[src/rtl/bidir_dir_ctrl.sv]
// Half-duplex bus direction controller: arbitrates side A/B words onto a shared bus
// with dead turnaround cycles and a burst limit. Optional counters: BIDIR_DIR_CTRL_STATS_EN.
module bidir_dir_ctrl #(
   parameter int unsigned WIDTH     = 8,
   parameter int unsigned TURN_CYC  = 2,
   parameter int unsigned BURST_MAX = 4
) (
   input  logic             clk,
   input  logic             rst_n,
   input  logic             a_req,
   input  logic             b_req,
   input  logic [WIDTH-1:0] a_data,
   input  logic [WIDTH-1:0] b_data,
   output logic             a_gnt,
   output logic             b_gnt,
   output logic             sel,
   output logic             oe,
   output logic [WIDTH-1:0] bus_data,
   output logic             bus_valid
`ifdef BIDIR_DIR_CTRL_STATS_EN
   ,
   output logic [15:0]      a_xfer_cnt,
   output logic [15:0]      b_xfer_cnt,
   output logic [15:0]      turn_cnt_total
`endif
);

   localparam int unsigned CW = 4;
   localparam int unsigned SW = 16;

   typedef enum logic [1:0] {IDLE, DRIVE, TURN} state_e;

   state_e           state_q, state_d;
   logic             sel_q, sel_d;
   logic             oe_q, oe_d;
   logic             a_gnt_q, a_gnt_d;
   logic             b_gnt_q, b_gnt_d;
   logic             valid_q, valid_d;
   logic [WIDTH-1:0] data_q, data_d;
   logic [CW-1:0]    burst_q, burst_d;
   logic [CW-1:0]    turn_q, turn_d;

   logic             s_req, o_req, grant_c, turn_c;
   logic [WIDTH-1:0] s_data;

   // Requests seen relative to the side currently owning the bus.
   always_comb begin
      s_req   = sel_q ? a_req  : b_req;
      o_req   = sel_q ? b_req  : a_req;
      s_data  = sel_q ? a_data : b_data;
      grant_c = (state_q == IDLE) && s_req && ((burst_q < CW'(BURST_MAX)) || !o_req);
      turn_c  = (state_q == IDLE) && o_req && (!s_req || (burst_q == CW'(BURST_MAX)));
   end

   // State register and registered outputs.
   always_ff @(posedge clk) begin
      if (!rst_n) begin
         state_q <= IDLE;
         sel_q   <= 1'b1;
         oe_q    <= 1'b0;
         a_gnt_q <= 1'b0;
         b_gnt_q <= 1'b0;
         valid_q <= 1'b0;
         data_q  <= '0;
         burst_q <= '0;
         turn_q  <= '0;
      end else begin
         state_q <= state_d;
         sel_q   <= sel_d;
         oe_q    <= oe_d;
         a_gnt_q <= a_gnt_d;
         b_gnt_q <= b_gnt_d;
         valid_q <= valid_d;
         data_q  <= data_d;
         burst_q <= burst_d;
         turn_q  <= turn_d;
      end
   end

   // Next-state logic.
   always_comb begin
      state_d = state_q;
      case (state_q)
         IDLE: begin
            if (grant_c)     state_d = DRIVE;
            else if (turn_c) state_d = TURN;
         end
         DRIVE:   state_d = IDLE;
         TURN:    if (turn_q == '0) state_d = IDLE;
         default: state_d = IDLE;
      endcase
   end

   // Output and datapath next values.
   always_comb begin
      sel_d   = sel_q;
      oe_d    = 1'b0;
      a_gnt_d = 1'b0;
      b_gnt_d = 1'b0;
      valid_d = 1'b0;
      data_d  = data_q;
      burst_d = burst_q;
      turn_d  = turn_q;
      if (grant_c) begin
         a_gnt_d = sel_q;
         b_gnt_d = !sel_q;
         valid_d = 1'b1;
         oe_d    = 1'b1;
         data_d  = s_data;
         if (burst_q != CW'(BURST_MAX)) burst_d = burst_q + CW'(1);
      end
      if (turn_c) begin
         sel_d   = !sel_q;
         burst_d = '0;
         turn_d  = CW'(TURN_CYC - 1);
      end
      if ((state_q == TURN) && (turn_q != '0)) turn_d = turn_q - CW'(1);
   end

   assign sel       = sel_q;
   assign oe        = oe_q;
   assign a_gnt     = a_gnt_q;
   assign b_gnt     = b_gnt_q;
   assign bus_valid = valid_q;
   assign bus_data  = data_q;

`ifdef BIDIR_DIR_CTRL_STATS_EN
   logic [SW-1:0] a_cnt_q, b_cnt_q, t_cnt_q;

   // Free-running wrap-around statistics.
   always_ff @(posedge clk) begin
      if (!rst_n) begin
         a_cnt_q <= '0;
         b_cnt_q <= '0;
         t_cnt_q <= '0;
      end else begin
         if (grant_c && sel_q)  a_cnt_q <= a_cnt_q + SW'(1);
         if (grant_c && !sel_q) b_cnt_q <= b_cnt_q + SW'(1);
         if (turn_c)            t_cnt_q <= t_cnt_q + SW'(1);
      end
   end

   assign a_xfer_cnt     = a_cnt_q;
   assign b_xfer_cnt     = b_cnt_q;
   assign turn_cnt_total = t_cnt_q;
`endif

endmodule

[config.mk]
export PLATFORM = sky130hd
export DESIGN_NAME = bidir_dir_ctrl
export DESIGN_NICKNAME = d
export VERILOG_FILES = /design/src/rtl/bidir_dir_ctrl.sv
export SDC_FILE = /design/constraint.sdc
export NUM_CORES = 1
export LEC_CHECK = 0
export ABC_AREA = 1
export CAP_MARGIN = 20
export CORE_ASPECT_RATIO = 0.6
export CORE_MARGIN = 3
export CORE_UTILIZATION = 46
export CTS_CLUSTER_DIAMETER = 50
export DETAILED_ROUTE_END_ITERATION = 8
export HOLD_SLACK_MARGIN = 0.06
export PLACE_DENSITY_LB_ADDON = 0.05
export SLEW_MARGIN = 20
export SYNTH_ARGS = -nofsm -noshare
export SYNTH_HDL_FRONTEND = slang
export SYNTH_SLANG_ARGS = --single-unit
[constraint.sdc]
create_clock -name clk -period 1.83 [get_ports clk]
set_clock_uncertainty 0.2 [all_clocks]
set_input_delay 0.2745 -clock clk [delete_from_list [all_inputs] [get_ports clk]]
set_output_delay 0.2745 -clock clk [all_outputs]
set_load 0.01 [all_outputs]
==> run metrics, run 1 <==
fin nets=between 200 and 250; I/O pins=33; DR WL/cell=around 12 µm; syn_area_per_cell=roughly 6.8 µm²; Synth Instances=approximately 170; clock tree buffer depth=2; Chip Width=between 60 and 70 µm; vias after detailed routing=approximately 1.1k; Placement Rows=13; required time of the critical path=1.36 ns; antenna-violating nets left=0; fill count=194; Port Buffer Count=32; Peak supply drop=between 0.6 and 0.7 mV; GPL Wtd Cong=between 0.8 and 0.9; Setup WS pre-CTS=-0.0650 ns; min Tclk post-route=approximately 1.7 ns; most common cell after layout, fill and taps aside=nand2_1; GR Util All Layers=roughly a fifth; CTS Root Cell=clkbuf_8; Die H=about 44 µm; Overflow after GRT=0; Remaining DRCs=0; Final Worst Setup Slack=approximately 0.15 ns; initial DRC count=79; XOR/XNOR Fraction of Synth Area=under 10%; commonest non-fill, non-tap cells in the layout=nand2_1, clkdlybuf4s50_1, nor2_1, dfxtp_1, inv_1; global-route wire length before repair=between 4 and 5 mm; status=completed; cts bufs inserted=3; Min-Delay Startpoint=bus_data[4]; worst-path cell chain=clkdlybuf4s50_1; antenna violations before repair=0; r2r startpoint=burst_q[1]; Core ar.=~2200 µm²; ant diodes=0; CP max stage delay=roughly 0.55 ns; unrepaired setup endpoints after global routing=no; CP bufs+invs=1; synthesized net count=189; PD cells=1030 nW/µm²; largest net degree at the start of global routing=15; effective utilization at floorplan=50.1%; Yosys top cell by area=dfxtp_1; main combinational cell family by area after synthesis=simple AND/OR/NAND/NOR gates; mux contribution to synthesized area=0%; share of cells above drive strength 1=approximately 10%; LEAKAGE=about 0.74 nW; fin. max-slew vios=0; mapped cell area=1120 µm²; Util after Layout=about 70%; DPL Wire Length=approximately 2.0 mm; main area contributors after synthesis=dfxtp_1, nand2_1, nor2_1; CP startpoint=sel; family with the most delay on the worst path=buffers and inverters; synthesis-stage register bit count=22; Setup CP Type=reg2out; Clk Latency, worst-skew pair=0.27 ns; Tightest Pin Transition=approximately 0.27 ns; Synth Area in Adders=approximately 4.5%; CTS tree=built; startpoint types=register; Die Footprint=between 3000 and 4000 µm²; Rel. slew slack=~82%; sequential area share after synthesis=between 30% and 40%; Synth Area in Compound Gates=between 6 and 7%; clk sinks=22; Area Overhead vs Synth=38.3%; Crit. End Element=output pin; detailed-route wire length=around 2.7 mm; maxcap violations=0; final setup fails=0; router iterations before antenna repair=4; routed vias/inst=a little under 5; Worst EP arrival=roughly 1.2 ns; crit share post-route=roughly nine tenths; simple-gate share of the synthesized area=39.2%; Synth warnings=0; Max FO, Critical Path=6; number of global-route vias before repair=1069; H-tree depth=1; slowest library cell on the worst path=clkdlybuf4s50_1; Post-CTS Setup Inserts=0; Hold Fails Final Rpt=0; Worst Hold Class=reg2reg; Worst-path clk slew=0.09 ns; maximum clock rate=about 0.59 GHz; area share of the largest cell type after synthesis=39.2%; synth unique cells=22
## metal layers
| metal | part of all wire, % | vias to the layer above | track usage [%] |
|---|---|---|---|
| met5 | 0 | - | 0 |
| met4 | 1.1 | 0 | 5.73 |
| met3 | 5.7 | 4 | 6.12 |
| met2 | 47 | 32 | 32.6 |
| met1 | 46 | 514 | 23.4 |
| li1 | - | 585 | - |
## stage by stage
stage / hold WS, ns / instances / power [W] / instance area, µm² / setup TNS [ns]
6_report: 0.290 / 230 / 0.00160 / 1550 / 0
5_1_grt: 0.314 / 230 / 0.00171 / 1550 / 0
4_1_cts: 0.294 / 230 / 0.00161 / 1550 / 0
3_5_place_dp: 0.276 / 226 / 0.00115 / 1480 / -0.404
3_3_place_gp: 0.266 / 226 / 0.00114 / 1480 / -0.0376
2_1_floorplan: 0.213 / 165 / 0.000935 / 1120 / 0
## synthesized netlist by cell type
master / n
a21oi_1: 6
buf_2: 2
buf_4: 1
buf_6: 1
clkbuf_1: 1
dfxtp_1: 22
ha_1: 4
inv_1: 16
inv_2: 2
nand2_1: 52
nand2_2: 1
nand2_4: 2
nand3_1: 11
nand4_1: 4
nor2_1: 23
nor2_4: 1
nor3_2: 2
o21ai_0: 4
o21ai_1: 5
or2_1: 1
or2_2: 2
xor2_1: 2
## registers in the layout, indices dropped and copies added, names as in the netlist
name / count
a_gnt: 1
burst_q: 4
state_q: 2
bus_data: 8
sel: 1
turn_q: 4
bus_valid: 1
b_gnt: 1
## kinds of logic (layout without fill, tap and decap cells)
family                   count (synthesis)  in the layout
buffers and inverters                   23             58
flip-flops                              22             22
XOR/XNOR                                 2              2
adder cells (fa/ha/maj)                  4              4
AO/OA/AOI/OAI                           15             15
AND/OR/NAND/NOR                         99             99
## report_power, final
group          switching (W)  leakage, nW  internal (W)
registers          0.0000439        0.180      0.000555
logic               0.000298        0.526      0.000250
clock network       0.000164       0.0357      0.000293
## worst reg2reg max path, cell delays in order, from the launching register on
cell and delay [ns]:
dfxtp_1 0.37, inv_1 0.07, ha_1 0.17, nand2_1 0.06
inv_1 0.03, nand2_1 0.13, nand2_1 0.09, nand2_2 0.13
nand2_1 0.13, inv_1 0.08, nand2_1 0.05, nor2_1 0.07
## final timing paths
kind | end | slack, ns | depth (start not counted)
worst min register to register | bus_data[4] | 0.29 | 2
worst min-delay path | bus_data[4] | 0.29 | 2
worst max register to register | burst_q[1] | 0.20 | 11
worst max-delay path | sel | 0.15 | 1
## timing repair
action                                  4_1_cts  5_1_grt
hold buffers                                  0        0
endpoints found under the setup margin        0        6
resized for setup                             0        2
## cell type report
cell class | instances | area [µm²] | area share (%)
clock buffer | 3 | 41.3 | 2.66
clock inverter | 1 | 30.0 | 1.93
inverter | 18 | 67.6 | 4.35
multi-input combinational | 120 | 586 | 37.7
sequential | 22 | 442 | 28.4
tap | 30 | 37.5 | 2.42
timing repair buffer | 36 | 350 | 22.5
(Power assumes the default switching activity.)
==> run 2, diff against run 1 <==
--- a/config.mk
+++ b/config.mk
@@ -6,14 +6,16 @@
 export NUM_CORES = 1
 export LEC_CHECK = 0
 export ABC_AREA = 1
-export CAP_MARGIN = 20
+export CAP_MARGIN = 15
 export CORE_ASPECT_RATIO = 0.6
 export CORE_MARGIN = 3
 export CORE_UTILIZATION = 46
 export CTS_CLUSTER_DIAMETER = 50
 export DETAILED_ROUTE_END_ITERATION = 8
 export HOLD_SLACK_MARGIN = 0.06
+export MAX_ROUTING_LAYER = met4
 export PLACE_DENSITY_LB_ADDON = 0.05
+export REMOVE_ABC_BUFFERS = 1
 export SLEW_MARGIN = 20
 export SYNTH_ARGS = -nofsm -noshare
 export SYNTH_HDL_FRONTEND = slang
==> run metrics, run 2 (synthesis results as in run 1) <==
DR WL/cell=11.4 µm (was 11.7 µm); setup_tns=0 ns (unchanged); number of global-route vias before repair=1030 (was 1069); P_int=0.00101 W (was 0.00110 W); Non-Filler Instances=232 (was 230); global-route wire length before repair=4.40 mm (was 4.72 mm); I/O pins=33 (unchanged); clock tree buffer depth=2 (unchanged); effective utilization at floorplan=50.1% (unchanged); Placement Rows=13 (unchanged); Hold Fails Final Rpt=0 (unchanged); cts bufs inserted=3 (unchanged); Die H=44.3 µm (unchanged); Comb pwr share=36.6% (was 34.2%); Tightest Pin Transition=0.239 ns (was 0.268 ns); Overflow after GRT=0 (unchanged); status=completed (unchanged); min Tclk post-route=1.76 ns (was 1.68 ns); fin nets=227 (was 225); r2r startpoint=burst_q[1] (unchanged); commonest non-fill, non-tap cells in the layout=nand2_1, clkdlybuf4s50_1, nor2_1, dfxtp_1, inv_1 (unchanged); reg-to-reg critical path endpoint=burst_q[1] (unchanged); Clk Latency, worst-skew pair=0.26 ns (was 0.27 ns); Final Cell Area=1560 µm² (was 1550 µm²); LEAKAGE=0.745 nW (was 0.742 nW); Min-Delay Startpoint=bus_data[0] (was bus_data[4]); Remaining DRCs=0 (unchanged); Clock power frac=23.2% (was 28.5%); Port Buffer Count=32 (unchanged); Setup WS pre-CTS=-0.0217 ns (was -0.0650 ns); DPL Wire Length=2.04 mm (was 2.03 mm); sw power=0.000499 W (was 0.000506 W); required time of the critical path=1.36 ns (about the same); CP bufs+invs=1 (unchanged); worst-path cell chain=clkdlybuf4s50_1 (unchanged); hold path depth=2 (unchanged); Util after Layout=69.3% (was 69.2%); crit share post-route=96.0% (was 91.9%); ant diodes=0 (unchanged); unrepaired setup endpoints after global routing=no (unchanged); GPL Wtd Cong=0.919 (was 0.846); Final Worst Setup Slack=0.0732 ns (was 0.148 ns); WHS Endpoint=bus_data[0] (was bus_data[4]); Crit. End Element=output pin (unchanged); initial DRC count=67 (was 79); CTS tree=built (unchanged); switching part of the total=33.1% (was 31.5%); Worst Hold Class=reg2reg (unchanged); H-tree depth=1 (unchanged); CTS Root Cell=clkbuf_8 (unchanged); Worst EP arrival=1.28 ns (was 1.21 ns); antenna violations before repair=0 (unchanged); PD cells=968 nW/µm² (was 1030 nW/µm²); share of cells above drive strength 1=11.4% (was 10.0%); most common cell after layout, fill and taps aside=nand2_1 (unchanged); Post-CTS Setup Inserts=0 (unchanged); CP max stage delay=0.57 ns (was 0.55 ns); Max FO, Critical Path=11 (was 6); routed vias/inst=4.80 (was 4.93); clk sinks=22 (unchanged); Peak supply drop=0.406 mV (was 0.657 mV); router iterations before antenna repair=4 (unchanged); detailed-route wire length=2.65 mm (was 2.69 mm); placed cell area=1490 µm² (was 1480 µm²); startpoint types=register (unchanged); Core ar.=2240 µm² (unchanged); CTS Hold Buffers Added=0 (unchanged); Rel. slew slack=84.0% (was 82.1%); GR Util All Layers=18.9% (was 19.1%); placed insts=228 (was 226); antenna-violating nets left=0 (unchanged); Area Overhead vs Synth=38.4% (was 38.3%); Setup CP Type=reg2out (unchanged); fin. max-slew vios=0 (unchanged); final setup fails=0 (unchanged); maxcap violations=0 (unchanged); vias after detailed routing=1114 (was 1135); sequential power share=40.3% (was 37.3%); Worst-path clk slew=0.08 ns (was 0.09 ns); largest net degree at the start of global routing=13 (was 15); FF-to-FF path depth=11 (unchanged); slowest library cell on the worst path=clkdlybuf4s50_1 (unchanged); number of flip-flops in the largest register=8 (unchanged); Die Footprint=3090 µm² (unchanged); Chip Width=69.8 µm (unchanged); family with the most delay on the worst path=buffers and inverters (unchanged); R2R setup slack=0.23 ns (was 0.20 ns); maximum clock rate=0.569 GHz (was 0.594 GHz)
==> run 2: cell types whose count changed in the layout (fill, tap and decap cells not counted), sizes merged <==
| cell | change |
|---|---|
| clkbuf | +1 |
| buf | +2 |
| bufinv | -1 |
==> run 2: cell type report <==
cell class | count | area (µm²)
clock buffer | 4 | 55.1
fill | 189 | 689
inverter | 18 | 67.6
multi-input combinational | 120 | 588
sequential | 22 | 442
tap | 30 | 37.5
timing repair buffer | 38 | 365
==> run 2: through the flow <==
stage / hold WS [ns] / total power (W)
detailed placement: 0.273 / 0.00116
CTS: 0.291 / 0.00151
global route: 0.312 / 0.00161
finish: 0.287 / 0.00150
global placement: 0.265 / 0.00115
floorplan: 0.159 / 0.000909
==> run 2: worst max path at each step <==
stage                     start           to  slack, ns  cells after the start
after global placement    a_req  bus_data[4]       0.02                      9
after detailed placement  b_req   burst_q[1]      -0.02                      9
final                       sel          sel       0.07                      1
after global routing        sel          sel       0.01                      1
after floorplan             sel  bus_data[0]       0.12                      7
after CTS                   sel          sel       0.07                      1
==> run 2: power by group through the flow <==
| stage | Clock, W | Sequential [W] | Combinational [W] |
|---|---|---|---|
| global route | 0.000380 | 0.000616 | 0.000617 |
| floorplan | 0 | 0.000640 | 0.000269 |
| global placement | 0 | 0.000612 | 0.000536 |
| detailed placement | 0 | 0.000615 | 0.000544 |
| finish | 0.000349 | 0.000606 | 0.000550 |
| CTS | 0.000359 | 0.000605 | 0.000549 |
==> run 2: worst min-delay path, cell delays in order, from the launching register on <==
cell and delay, ns:
dfxtp_1 0.33, nor2_1 0.05, nor2_1 0.08
==> run 2: timing repair <==
item,in CTS,in global routing
hold endpoints to repair,0,0
endpoints found under the setup margin,1,4
resized for setup,1,2
==> run 2: metal layers <==
layer  part of all wire (%)  up-vias  wire length [µm]  track usage (%)
met3                    6.3        4               167             5.90
met4                   0.79        0                21             5.73
met1                     49      494              1290             23.4
li1                       -      584                 -                -
met5                      0        -                 0                -
met2                     44       32              1170             29.8
==> run 3, diff against run 2 <==
--- a/config.mk
+++ b/config.mk
@@ -9,7 +9,7 @@
 export CAP_MARGIN = 15
 export CORE_ASPECT_RATIO = 0.6
 export CORE_MARGIN = 3
-export CORE_UTILIZATION = 46
+export CORE_UTILIZATION = 30
 export CTS_CLUSTER_DIAMETER = 50
 export DETAILED_ROUTE_END_ITERATION = 8
 export HOLD_SLACK_MARGIN = 0.06
==> run metrics, run 3 (synthesis results as in run 1) <==
status=completed (unchanged); Overflow after GRT=0 (unchanged); fin. max-slew vios=0 (unchanged); initial DRC count=27 (was 67); Tightest Pin Transition=0.242 ns (was 0.239 ns); Clk Latency, worst-skew pair=0.26 ns (about the same); Final Worst Setup Slack=0.108 ns (was 0.0732 ns); CTS Root Cell=clkbuf_8 (unchanged); maximum clock rate=0.581 GHz (was 0.569 GHz); final setup fails=0 (unchanged); Worst-path clk slew=0.08 ns (about the same); slowest library cell on the worst path=clkdlybuf4s50_1 (unchanged); placed cell area=1530 µm² (was 1490 µm²); number of flip-flops in the largest register=8 (unchanged); GR Util All Layers=13.6% (was 18.9%); hold path depth=2 (unchanged); Final Cell Area=1600 µm² (was 1560 µm²); vias after detailed routing=1101 (was 1114); Rel. slew slack=83.8% (was 84.0%); clock tree buffer depth=2 (unchanged); maxcap violations=0 (unchanged); Placement Rows=16 (was 13); routed vias/inst=4.42 (was 4.80); most common cell after layout, fill and taps aside=nand2_1 (unchanged); CP max stage delay=0.56 ns (was 0.57 ns); required time of the critical path=1.36 ns (about the same); r2r startpoint=burst_q[1] (unchanged); unrepaired setup endpoints after global routing=no (unchanged); ant diodes=0 (unchanged); Post-CTS Setup Inserts=0 (unchanged); GPL Wtd Cong=0.729 (was 0.919); Core ar.=3420 µm² (was 2240 µm²); Worst Hold Class=reg2reg (unchanged); antenna-violating nets left=0 (unchanged); Remaining DRCs=0 (unchanged); hold slack=0.291 ns (was 0.287 ns); Setup CP Type=reg2out (unchanged); clk sinks=22 (unchanged); PD cells=1010 nW/µm² (was 968 nW/µm²); LEAKAGE=0.760 nW (was 0.745 nW); fin nets=229 (was 227); antenna violations before repair=0 (unchanged); WHS Endpoint=bus_data[6] (was bus_data[0]); detailed-route wire length=2.73 mm (was 2.65 mm); CP bufs+invs=1 (unchanged); CTS tree=built (unchanged); worst-path cell chain=clkdlybuf4s50_1 (unchanged); Area Overhead vs Synth=42.8% (was 38.4%); Worst EP arrival=1.25 ns (was 1.28 ns); I/O pins=33 (unchanged); router iterations before antenna repair=4 (unchanged); Tot Pwr=0.00162 W (was 0.00150 W); crit share post-route=94.1% (was 96.0%); Min-Delay Startpoint=bus_data[6] (was bus_data[0]); DPL Wire Length=2.14 mm (was 2.04 mm); Crit. End Element=output pin (unchanged); min Tclk post-route=1.72 ns (was 1.76 ns); largest net degree at the start of global routing=14 (was 13); H-tree depth=1 (unchanged); Setup WS pre-CTS=-0.0152 ns (was -0.0217 ns); Die Footprint=4540 µm² (was 3090 µm²); DR WL/cell=11.0 µm (was 11.4 µm); cts bufs inserted=3 (unchanged); effective utilization at floorplan=32.8% (was 50.1%); startpoint types=register (unchanged); family with the most delay on the worst path=buffers and inverters (unchanged); Chip Width=85.0 µm (was 69.8 µm); Die H=53.4 µm (was 44.3 µm); global-route wire length before repair=4.71 mm (was 4.40 mm); reg-to-reg critical path endpoint=burst_q[1] (unchanged); FF-to-FF path depth=11 (unchanged); Hold Fails Final Rpt=0 (unchanged); commonest non-fill, non-tap cells in the layout=nand2_1, clkdlybuf4s50_1, nor2_1, dfxtp_1, inv_1 (unchanged); Port Buffer Count=32 (unchanged); R2R setup slack=0.24 ns (was 0.23 ns); number of global-route vias before repair=1045 (was 1030); Max FO, Critical Path=11 (unchanged); share of cells above drive strength 1=11.8% (was 11.4%); Peak supply drop=0.370 mV (was 0.406 mV); setup_tns=0 ns (unchanged); fill count=331 (was 189)
-- run 3: cell types whose count changed in the layout (fill, tap and decap cells not counted) --
| cell | before | now |
|---|---|---|
| bufinv_16 | 0 | 1 |
| buf_4 | 6 | 8 |
| dfxtp_4 | 0 | 1 |
| clkbuf_8 | 4 | 3 |
| nand2_2 | 3 | 1 |
| nand2_1 | 50 | 52 |
| dfxtp_1 | 21 | 20 |
-- run 3: worst max path at each step --
stage,from,endpoint,cells past startpoint
final,sel,sel,1
after global routing,burst_q[1],burst_q[1],11
after CTS,sel,sel,1
after detailed placement,a_req,bus_data[5],9
after global placement,a_req,bus_data[6],9
after floorplan,sel,bus_data[0],7
-- run 3: per-stage QoR --
step / std cells / util (%)
2_1_floorplan: 160 / -
3_3_place_gp: 245 / 44.6
3_5_place_dp: 245 / 44.6
4_1_cts: 249 / 46.7
5_1_grt: 249 / 46.9
6_report: 249 / 46.9
-- run 3: layer usage --
metal	GRT usage, %	part of all wire, %	wire, µm
met2	20.9	39	1060
met5	-	0	0
met3	4.51	5.3	144
met4	2.37	0.48	13
met1	17.6	55	1510
-- run 3: power by group --
part / internal (W) / total, W / switching [W]
clock: 0.000292 / 0.000454 / 0.000162
combinational: 0.000263 / 0.000548 / 0.000285
sequential: 0.000557 / 0.000615 / 0.0000579
-- run 3: repair_timing --
item | 4_1_cts | 5_1_grt
hold buffers | 0 | 0
endpoints found under the setup margin | 1 | 2
gates resized for setup | 1 | 2
-- run 3: layout make-up --
type | count | area, µm² | share of cell area, %
well taps | 45 | 56.3 | 3.51
repair buffers | 40 | 380 | 23.7
clock inverters | 1 | 30.0 | 1.87
inverters | 18 | 67.6 | 4.21
clock buffers | 3 | 41.3 | 2.57
flip-flops and latches | 22 | 445 | 27.8
multi-input cells | 120 | 583 | 36.3
